### config.mk
export PLATFORM = sky130hd
export DESIGN_NAME = program_loader
export DESIGN_NICKNAME = d
export VERILOG_FILES = /design/src/rtl/program_loader.sv
export SDC_FILE = /design/constraint.sdc
export NUM_CORES = 1
export LEC_CHECK = 0
export CORE_UTILIZATION = 45
export DETAILED_ROUTE_END_ITERATION = 7
export PLACE_DENSITY = 0.71
export SYNTH_ARGS = -nofsm -noshare
export SYNTH_HDL_FRONTEND = slang
export SYNTH_SLANG_ARGS = --single-unit
### constraint.sdc
create_clock -name clk -period 3.4 [get_ports clk]
set_clock_uncertainty 0.1 [all_clocks]
set_input_delay 0.68 -clock clk [delete_from_list [all_inputs] [get_ports clk]]
set_output_delay 0.68 -clock clk [all_outputs]
set_load 0.02 [all_outputs]
### src/rtl/program_loader.sv
// program_loader: host-side driver of the CPU programming interface.
// Stages host words in a small FIFO. Each CPU read strobe takes one word from
// ui_data, and done_load pulses are counted. Programming mode is released once
// a full image of DEPTH words has been written into CPU RAM.
module program_loader #(
    parameter int DATA_W     = 8,
    parameter int DEPTH      = 16,
    parameter int FIFO_DEPTH = 4
) (
    input  logic                       clk,
    input  logic                       reset,
    input  logic                       start,
    input  logic [DATA_W-1:0]          host_data,
    input  logic                       host_valid,
    output logic                       host_ready,
    output logic                       programming,
    input  logic                       read_ui_in,
    input  logic                       done_load,
    output logic [DATA_W-1:0]          ui_data,
    output logic [$clog2(DEPTH+1)-1:0] loaded_count,
    output logic                       underrun,
    output logic                       load_done
);

    localparam int CNT_W = $clog2(DEPTH + 1);
    localparam int PTR_W = $clog2(FIFO_DEPTH);
    localparam int OCC_W = $clog2(FIFO_DEPTH + 1);

    localparam logic [CNT_W-1:0] DEPTH_CNT = CNT_W'(DEPTH);
    localparam logic [CNT_W-1:0] LAST_CNT  = CNT_W'(DEPTH - 1);
    localparam logic [OCC_W-1:0] FULL_OCC  = OCC_W'(FIFO_DEPTH);

    localparam logic [1:0] S_IDLE = 2'd0;
    localparam logic [1:0] S_LOAD = 2'd1;
    localparam logic [1:0] S_DONE = 2'd2;

    logic [1:0]        state;
    logic [DATA_W-1:0] mem [FIFO_DEPTH];
    logic [PTR_W-1:0]  wr_ptr;
    logic [PTR_W-1:0]  rd_ptr;
    logic [PTR_W-1:0]  rd_ptr_next;
    logic [OCC_W-1:0]  occupancy;
    logic [OCC_W-1:0]  occ_next;
    logic [CNT_W-1:0]  accepted;
    logic [DATA_W-1:0] head_next;

    logic in_load;
    logic fifo_full;
    logic fifo_empty;
    logic push;
    logic pop;
    logic flush;
    logic last_done;

    assign in_load    = (state == S_LOAD);
    assign fifo_full  = (occupancy == FULL_OCC);
    assign fifo_empty = (occupancy == '0);

    // Gated by reset so the host never sees a ready during a reset cycle.
    assign host_ready = !reset && in_load && !fifo_full && (accepted < DEPTH_CNT);
    assign push       = host_valid && host_ready;
    assign pop        = in_load && read_ui_in && !fifo_empty;
    assign flush      = (state == S_IDLE) && start;
    assign last_done  = in_load && done_load && (loaded_count == LAST_CNT);

    // Next FIFO pointers and the word that will sit at the head after this edge.
    always_comb begin
        // NOTE: every output of a combinational block gets a default first; a path that skips an assignment infers a latch.
        rd_ptr_next = rd_ptr + PTR_W'(pop);
        occ_next    = occupancy;
        head_next   = '0;
        case ({push, pop})
            2'b10:   occ_next = occupancy + OCC_W'(1);
            2'b01:   occ_next = occupancy - OCC_W'(1);
            default: occ_next = occupancy;
        endcase
        if (flush || occ_next == '0) begin
            head_next = '0;
        end else if (push && wr_ptr == rd_ptr_next) begin
            // The slot being written this edge becomes the head (empty FIFO,
            // or its last word popped in the same cycle).
            head_next = host_data;
        end else begin
            head_next = mem[rd_ptr_next];
        end
    end

    // FIFO storage: write port only.
    always_ff @(posedge clk) begin
        // NOTE: storage arrays are not reset; occupancy and the head register guarantee no stale word is ever presented.
        if (push) begin
            mem[wr_ptr] <= host_data;
        end
    end

    // Load sequencing: IDLE -> LOAD on start, LOAD -> DONE on the last done_load, DONE -> IDLE.
    always_ff @(posedge clk) begin
        // NOTE: sequential state uses non-blocking assignments so every register samples pre-edge values.
        if (reset) begin
            state       <= S_IDLE;
            programming <= 1'b0;
            load_done   <= 1'b0;
        end else begin
            load_done <= 1'b0;
            case (state)
                S_IDLE: begin
                    if (start) begin
                        state       <= S_LOAD;
                        programming <= 1'b1;
                    end
                end
                S_LOAD: begin
                    if (last_done) begin
                        state       <= S_DONE;
                        programming <= 1'b0;
                        load_done   <= 1'b1;
                    end
                end
                S_DONE: begin
                    state <= S_IDLE;
                end
                default: begin
                    state       <= S_IDLE;
                    programming <= 1'b0;
                end
            endcase
        end
    end

    // FIFO pointers, occupancy and the registered head word shown to the CPU.
    always_ff @(posedge clk) begin
        if (reset) begin
            wr_ptr    <= '0;
            rd_ptr    <= '0;
            occupancy <= '0;
            ui_data   <= '0;
        end else begin
            ui_data <= head_next;
            if (flush) begin
                wr_ptr    <= '0;
                rd_ptr    <= '0;
                occupancy <= '0;
            end else begin
                if (push) begin
                    wr_ptr <= wr_ptr + PTR_W'(1);
                end
                rd_ptr    <= rd_ptr_next;
                occupancy <= occ_next;
            end
        end
    end

    // Per-image bookkeeping: accepted words, completed writes, sticky underrun.
    always_ff @(posedge clk) begin
        if (reset) begin
            accepted     <= '0;
            loaded_count <= '0;
            underrun     <= 1'b0;
        end else if (flush) begin
            accepted     <= '0;
            loaded_count <= '0;
            underrun     <= 1'b0;
        end else begin
            if (push) begin
                accepted <= accepted + CNT_W'(1);
            end
            if (in_load && done_load && loaded_count != DEPTH_CNT) begin
                loaded_count <= loaded_count + CNT_W'(1);
            end
            if (in_load && read_ui_in && fifo_empty) begin
                underrun <= 1'b1;
            end
        end
    end

endmodule

==> summary.txt, run 1 <==
Run status
  – Status: finished, final reports clean

Routing
  – DR WL/cell: 14.7 um
  – WL final: 4750 um
  – Vias per cell: 5.13
  – Remaining DRCs: 0
  – Iter 0 DRT Violations: 216
  – Via Count: 1656
  – DRT antenna net count: 0
  – DRT Pass-1 Iters: 4

STA
  – Hold Violations, Final: 0
  – Worst slew margin: 63.2%
  – Min Clock Period, post-route: 3.05 ns
  – Worst slew pin tran: 0.551 ns
  – Fmax: 328 MHz
  – Final Max Tran Viols: 0
  – RSZ-0062 raised after global routing: no
  – Final setup violation count: 0
  – Setup TNS: 0 ns
  – Final Cycle Share: 89.7%
  – Final WS setup: 0.350 ns

Setup path
  – Crit-path max cell delay: 0.60 ns
  – Critical Path Most Common Cell: clkdlybuf4s50_1
  – Reg-to-reg setup timing slack: 0.57 ns
  – FF-to-FF Start: occupancy[1]
  – CP Capture Type: output pin
  – Worst-case reg-to-reg path depth: 10
  – WP data required: 2.62 ns
  – CP arrival: 2.27 ns
  – Crit path cell chain: clkdlybuf4s50_1, nor4b_4, buf_4, and2_1, clkdlybuf4s50_1
  – Crit path kind: input pin to output pin
  – Worst path slowest cell: clkdlybuf4s50_1
  – Worst-path maximum fanout: 4
  – RR Endpoint: ui_data[6]
  – CP startpoint kind: input pin

Synth
  – Yosys warns: 0
  – Synth Area in XOR/XNOR: 3.70%
  – Number of enable flip-flop cells after synthesis: 32
  – Synth Area in Adders: 5.58%
  – Post-synthesis async set-or-reset flop share: 0%
  – Synth Register Bits: 62
  – Combinational family with the most area after synthesis: simple AND/OR/NAND/NOR gates
  – Synth Area per Inst: 12.9 sq um
  – Post-synthesis simple-gate area fraction: 12.3%
  – Syn_nets: 227
  – Mux cell area share after synthesis: 7.31%
  – Area fraction in compound gates after synthesis: 7.74%
  – Mapped cell area: 2600 sq um
  – Cell variety after synth: 41
  – Post-synthesis sequential area ratio: 60.0%
  – Ys flop type: edfxtp_1
  – Syn Inst Count: 202

Die
  – Die Wd: 78.1 um
  – I/O pin total: 31
  – Full die area: 6090 sq um
  – Rows: 27
  – Die Height: 78.1 um
  – Core ar.: 5540 sq um
  – Initial Util: 47.0%

GRT
  – Initial antenna violation count: 0
  – Vias in the first global route: 1646
  – Global Route Usage Sum: 18.3%
  – Grt ovf: 0
  – First-pass GRT wire length: 8200 um
  – Largest net degree at the start of global routing: 14

Cells and area
  – Nets: 271
  – Area delta synth->final: 24.1%
  – Total inserted antenna cells: 0
  – Layout cells sized above 1: 14.7%
  – Final instance area: 3230 sq um

Clocking
  – CTS tree: built
  – Sink Count: 62
  – Clk_lat worst skew: 0.34 ns
  – Post-CTS setup buffer count: 0
  – TritonCTS buffer count: 9
  – H-Tree Depth: 3
  – CTS Buffer Depth: 2
  – Clock slew at reported path FFs: 0.07 ns
  – Root Buffer: clkbuf_8
  – Resize count post-CTS: 0
  – Cts hold-fix bufs: 0

Placed design
  – Final HPWL DP: 3290 um
  – PortBufs: 30
  – Final GP Congestion: 0.753
  – Dpl ws: 0.122 ns
  – Placed cell areas: 3020 sq um

Flow run
  – Max Cap Violations: 0

Hold path
  – Hold WC Path Type: flip-flop to flip-flop
  – Worst Hold Depth: 2
  – End of the worst hold path: underrun
  – Min-delay src: underrun

Pwr
  – Power Total: 1.56 mW
  – Pwr Density: 483 nW/um^2
  – P_leak: 1.09 nW
  – Worst VDD drop: 0.339 mV
report_power, final:
group / leakage, nW / internal [mW] / switching (mW)
registers: 0.532 / 0.796 / 0.00755
logic: 0.457 / 0.0486 / 0.0483
clock network: 0.100 / 0.347 / 0.313
final cells by class:
type | count | area [sq um]
Sequential cell | 62 | 1560
Clock inverter | 7 | 81.3
Multi-Input combinational cell | 121 | 953
Fill cell | 483 | 2310
Inverter | 13 | 51.3
Timing Repair Buffer | 39 | 368
Tap cell | 72 | 90.1
Clock buffer | 9 | 124
state kept, by name, indices dropped and copies added (netlist names):
signal and count:
accepted 5, load_done 1, loaded_count 5, mem 32, occupancy 3, programming 1, rd_ptr 2, state 2
ui_data 8, underrun 1, wr_ptr 2
per-layer routing:
| metal | track usage [%] | routed length, um | vias to the layer above |
|---|---|---|---|
| li1 | - | - | 827 |
| met1 | 26.4 | 2220 | 787 |
| met2 | 25.6 | 2190 | 33 |
| met3 | 3.49 | 220 | 9 |
| met4 | 10.6 | 123 | 0 |
| met5 | 0 | 0 | - |
metrics by stage:
step                hold WS (ns)  std cells  util (%)
floorplan                  0.354        202         -
global placement           0.372        307      54.6
detailed placement         0.376        307      54.6
CTS                        0.385        323      58.3
global route               0.407        323      58.3
finish                     0.384        323      58.3
worst max-delay path: cells and delay by family:
kind | cells | cell delay [ns]
simple gates | 2 | 0.36
buf+inv | 3 | 1.23
Yosys cell counts (3+ instances only):
| library cell | count | area [sq um] |
|---|---|---|
| inv_1 | 12 | 45.0 |
| edfxtp_1 | 32 | 961 |
| ha_1 | 10 | 125 |
| a21oi_1 | 13 | 65.1 |
| nand3_1 | 11 | 55.1 |
| and2_1 | 5 | 31.3 |
| nor2_1 | 12 | 45.0 |
| xor2_1 | 4 | 35.0 |
| nand2_1 | 6 | 22.5 |
| mux4_2 | 8 | 180 |
| or3_1 | 3 | 18.8 |
| nor3_1 | 3 | 15.0 |
| nor2b_1 | 4 | 25.0 |
| xnor2_1 | 7 | 61.3 |
| dfxtp_1 | 30 | 601 |
| o21ai_0 | 11 | 55.1 |
logic make-up (layout without fill, tap and decap cells):
| kind of cell | after synthesis | in the layout |
|---|---|---|
| and+or+nand+nor | 56 | 56 |
| adders and majority gates | 11 | 11 |
| DFF | 62 | 62 |
| xor gates and xnor gates | 11 | 11 |
| buffers and inverters | 19 | 68 |
| muxes | 9 | 9 |
| AOI/OAI and AO/OA | 34 | 34 |
placed cells by master, fill, tap and decap left out, drive strengths merged, types with 2 or more instances in the layout:
| master | netlist | final |
|---|---|---|
| nand2 | 6 | 6 |
| ha | 10 | 10 |
| nor2 | 12 | 12 |
| clkinv | 0 | 3 |
| inv | 13 | 15 |
| nor3 | 3 | 3 |
| a21oi | 13 | 13 |
| o21ai | 11 | 11 |
| mux4 | 8 | 8 |
| and2 | 5 | 5 |
| or3 | 3 | 3 |
| clkbuf | 2 | 9 |
| buf | 4 | 9 |
| xor2 | 4 | 4 |
| nand3 | 11 | 11 |
| nor2b | 4 | 4 |
| dfxtp | 30 | 30 |
| nor3b | 2 | 2 |
| edfxtp | 32 | 32 |
| and3 | 2 | 2 |
| nand4 | 2 | 2 |
| clkdlybuf4s50 | 0 | 30 |
| a41oi | 2 | 2 |
| xnor2 | 7 | 7 |
how the worst max path moves through the flow:
stage | start | end | slack (ns)
floorplan | reset | ui_data[0] | 0.67
finish | reset | host_ready | 0.35
CTS | reset | host_ready | 0.34
detailed placement | reset | ui_data[3] | 0.12
global placement | reset | ui_data[7] | 0.19
global route | reset | host_ready | 0.27
Power figures use the tool's default switching activity.
==> inputs of run 2 (changes only) <==
CAP_MARGIN = 0   (was unset)
==> results of run 2 <==
No change in the layout: final DEF, timing and power equal those of run 1.
==> inputs of run 3 (changes only) <==
PLACE_DENSITY = 0.67   (was 0.71)
==> run 3 against run 2 <==
- worst setup slack better by 0.011 ns
- hold slack worse by 0.0053 ns
- via count is 1.8% lower
- non-clock buffer count is 1 lower
- cell area is 0.70% lower
- sequential share of layout area is 0.34 points higher
- sequential power hardly changed
- clock power is 5.8% lower
- routed wire length is 0.44% higher
- register-to-register slack worse by 0.02 ns
- critical path depth stayed put
- die area stayed put
- critical path type unchanged
- critical endpoint unchanged
- largest power group unchanged
==> summary.txt, run 3 (synthesis results as in run 1) <==
Run status
  – Status: finished, final reports clean (unchanged)

Cells and area
  – Final core occ: 57.9% (was 58.3%)
  – Largest registers: mem x32, ui_data x8 (unchanged)
  – Commonest non-fill, non-tap cell in the layout: edfxtp_1 (unchanged)
  – Nets: 270 (was 271)
  – Max FFs per register: 32 (unchanged)
  – Area delta synth->final: 23.2% (was 24.1%)
  – Total inserted antenna cells: 0 (unchanged)
  – Most frequent cells in the layout: edfxtp_1 (32), dfxtp_1 (30), clkdlybuf4s50_1 (30), a21oi_1 (13) (unchanged)
  – Largest reg by FF count: mem (unchanged)
  – Final instance area: 3210 sq um (was 3230 sq um)
  – Layout cells sized above 1: 13.6% (was 14.7%)

GRT
  – First-pass GRT wire length: 7800 um (was 8200 um)
  – Vias in the first global route: 1617 (was 1646)
  – Initial antenna violation count: 0 (unchanged)
  – Largest net degree at the start of global routing: 15 (was 14)
  – Global Route Usage Sum: 17.4% (was 18.3%)
  – Grt ovf: 0 (unchanged)

Setup path
  – CP startpoint kind: input pin (unchanged)
  – Crit-path max cell delay: 0.60 ns (about the same)
  – Crit path max-delay family: buffers and inverters (unchanged)
  – Critical Path Stages: 5 (unchanged)
  – Crit path cell chain: clkdlybuf4s50_1, nor4b_4, buf_4, and2_1, clkdlybuf4s50_1 (unchanged)
  – CP arrival: 2.26 ns (was 2.27 ns)
  – Worst-path maximum fanout: 4 (unchanged)
  – Crit path kind: input pin to output pin (unchanged)
  – WP data required: 2.62 ns (about the same)
  – Critical path buffer and inverter count: 3 (unchanged)
  – Critical Path Most Common Cell: clkdlybuf4s50_1 (unchanged)
  – Worst path slowest cell: clkdlybuf4s50_1 (unchanged)
  – CP Capture Type: output pin (unchanged)
  – Worst-case reg-to-reg path depth: 10 (unchanged)

Pwr
  – Pwr Density: 475 nW/um^2 (was 483 nW/um^2)
  – P_leak: 1.07 nW (was 1.09 nW)
  – Worst VDD drop: 0.287 mV (was 0.339 mV)
  – Power Total: 1.52 mW (was 1.56 mW)

Die
  – Core ar.: 5540 sq um (unchanged)
  – I/O pin total: 31 (unchanged)
  – Full die area: 6090 sq um (unchanged)
  – Die Wd: 78.1 um (unchanged)
  – Initial Util: 47.0% (unchanged)
  – Rows: 27 (unchanged)
  – Die Height: 78.1 um (unchanged)

Placed design
  – Placed cell areas: 3020 sq um (about the same)
  – Final GP Congestion: 0.737 (was 0.753)
  – Final HPWL DP: 3220 um (was 3290 um)
  – PortBufs: 30 (unchanged)

STA
  – Worst slew margin: 68.5% (was 63.2%)
  – Fmax: 329 MHz (was 328 MHz)
  – Final setup violation count: 0 (unchanged)
  – Hold Violations, Final: 0 (unchanged)
  – Final Max Tran Viols: 0 (unchanged)
  – Final Cycle Share: 89.4% (was 89.7%)
  – Setup TNS: 0 ns (unchanged)
  – Worst hold slack: 0.379 ns (was 0.384 ns)
  – Min Clock Period, post-route: 3.04 ns (was 3.05 ns)
  – RSZ-0062 raised after global routing: no (unchanged)
  – Worst slew pin tran: 0.473 ns (was 0.551 ns)

Clocking
  – Sink Count: 62 (unchanged)
  – TritonCTS buffer count: 9 (unchanged)
  – H-Tree Depth: 3 (unchanged)
  – Resize count post-CTS: 0 (unchanged)
  – CTS tree: built (unchanged)
  – Root Buffer: clkbuf_8 (unchanged)
  – Clk_lat worst skew: 0.34 ns (about the same)
  – Cts hold-fix bufs: 0 (unchanged)
  – CTS Buffer Depth: 2 (unchanged)
  – Post-CTS setup buffer count: 0 (unchanged)
  – Clock slew at reported path FFs: 0.07 ns (about the same)

Routing
  – WL final: 4770 um (was 4750 um)
  – Iter 0 DRT Violations: 87 (was 216)
  – Met3 wire len: 175 um (was 220 um)
  – Vias per cell: 5.05 (was 5.13)
  – Via Count: 1627 (was 1656)
  – Met2 WL: 2180 um (was 2190 um)
  – DR top layer: met4 (unchanged)
  – DRT antenna net count: 0 (unchanged)
  – Met1 WL: 2330 um (was 2220 um)
  – DR WL/cell: 14.8 um (was 14.7 um)
  – DRT Pass-1 Iters: 4 (unchanged)
  – Remaining DRCs: 0 (unchanged)

Hold path
  – Hold WC Path Type: flip-flop to flip-flop (unchanged)
  – Worst Hold Depth: 2 (unchanged)

Flow run
  – Max Cap Violations: 0 (unchanged)
-- run 3: changes by cell type in the layout (fill, tap and decap cells not counted), sizes merged --
| cell | change |
|---|---|
| buf | -1 |
| clkbuf | +1 |
| clkinvlp | +1 |
| inv | -2 |
-- run 3: path summary, 6_finish.rpt --
kind,startpoint,to,slack (ns)
min,accepted[1],accepted[1],0.38
max reg2reg,occupancy[2],ui_data[6],0.55
min reg2reg,accepted[1],accepted[1],0.38
max,reset,host_ready,0.36
-- run 3: area by class of cell --
cell class	count	area, sq um
Sequential cell	62	1560
Tap cell	72	90.1
Multi-Input combinational cell	121	953
Timing Repair Buffer	38	360
Fill cell	478	2330
Clock buffer	10	128
Inverter	13	51.3
Clock inverter	6	62.6
-- run 3: routing by layer --
layer  up-vias  GRT usage [%]
met5         -              0
met4         0           7.22
met3         8           5.35
met2        23           25.9
met1       767           23.8
li1        829              -
-- run 3: report_power, final --
group | internal [mW] | switching, mW | leakage, nW
combinational | 0.0483 | 0.0482 | 0.451
clock | 0.335 | 0.286 | 0.0899
sequential | 0.796 | 0.00736 | 0.532
total | 1.18 | 0.342 | 1.07
-- run 3: worst register-to-register path: stages, from the launching register on --
cell and delay (ns):
dfxtp_1 0.37, or3b_1 0.44, and3_1 0.26, inv_4 0.08, ha_1 0.18, inv_1 0.06
fa_1 0.37, xor2_1 0.16, or3_1 0.33, a31o_2 0.31, a21oi_1 0.15
-- run 3: stage by stage --
step / instances / worst slack [ns]
after floorplan: 202 / 0.667
after global placement: 306 / 0.185
after detailed placement: 306 / 0.119
after CTS: 322 / 0.345
after global routing: 322 / 0.279
final: 322 / 0.361
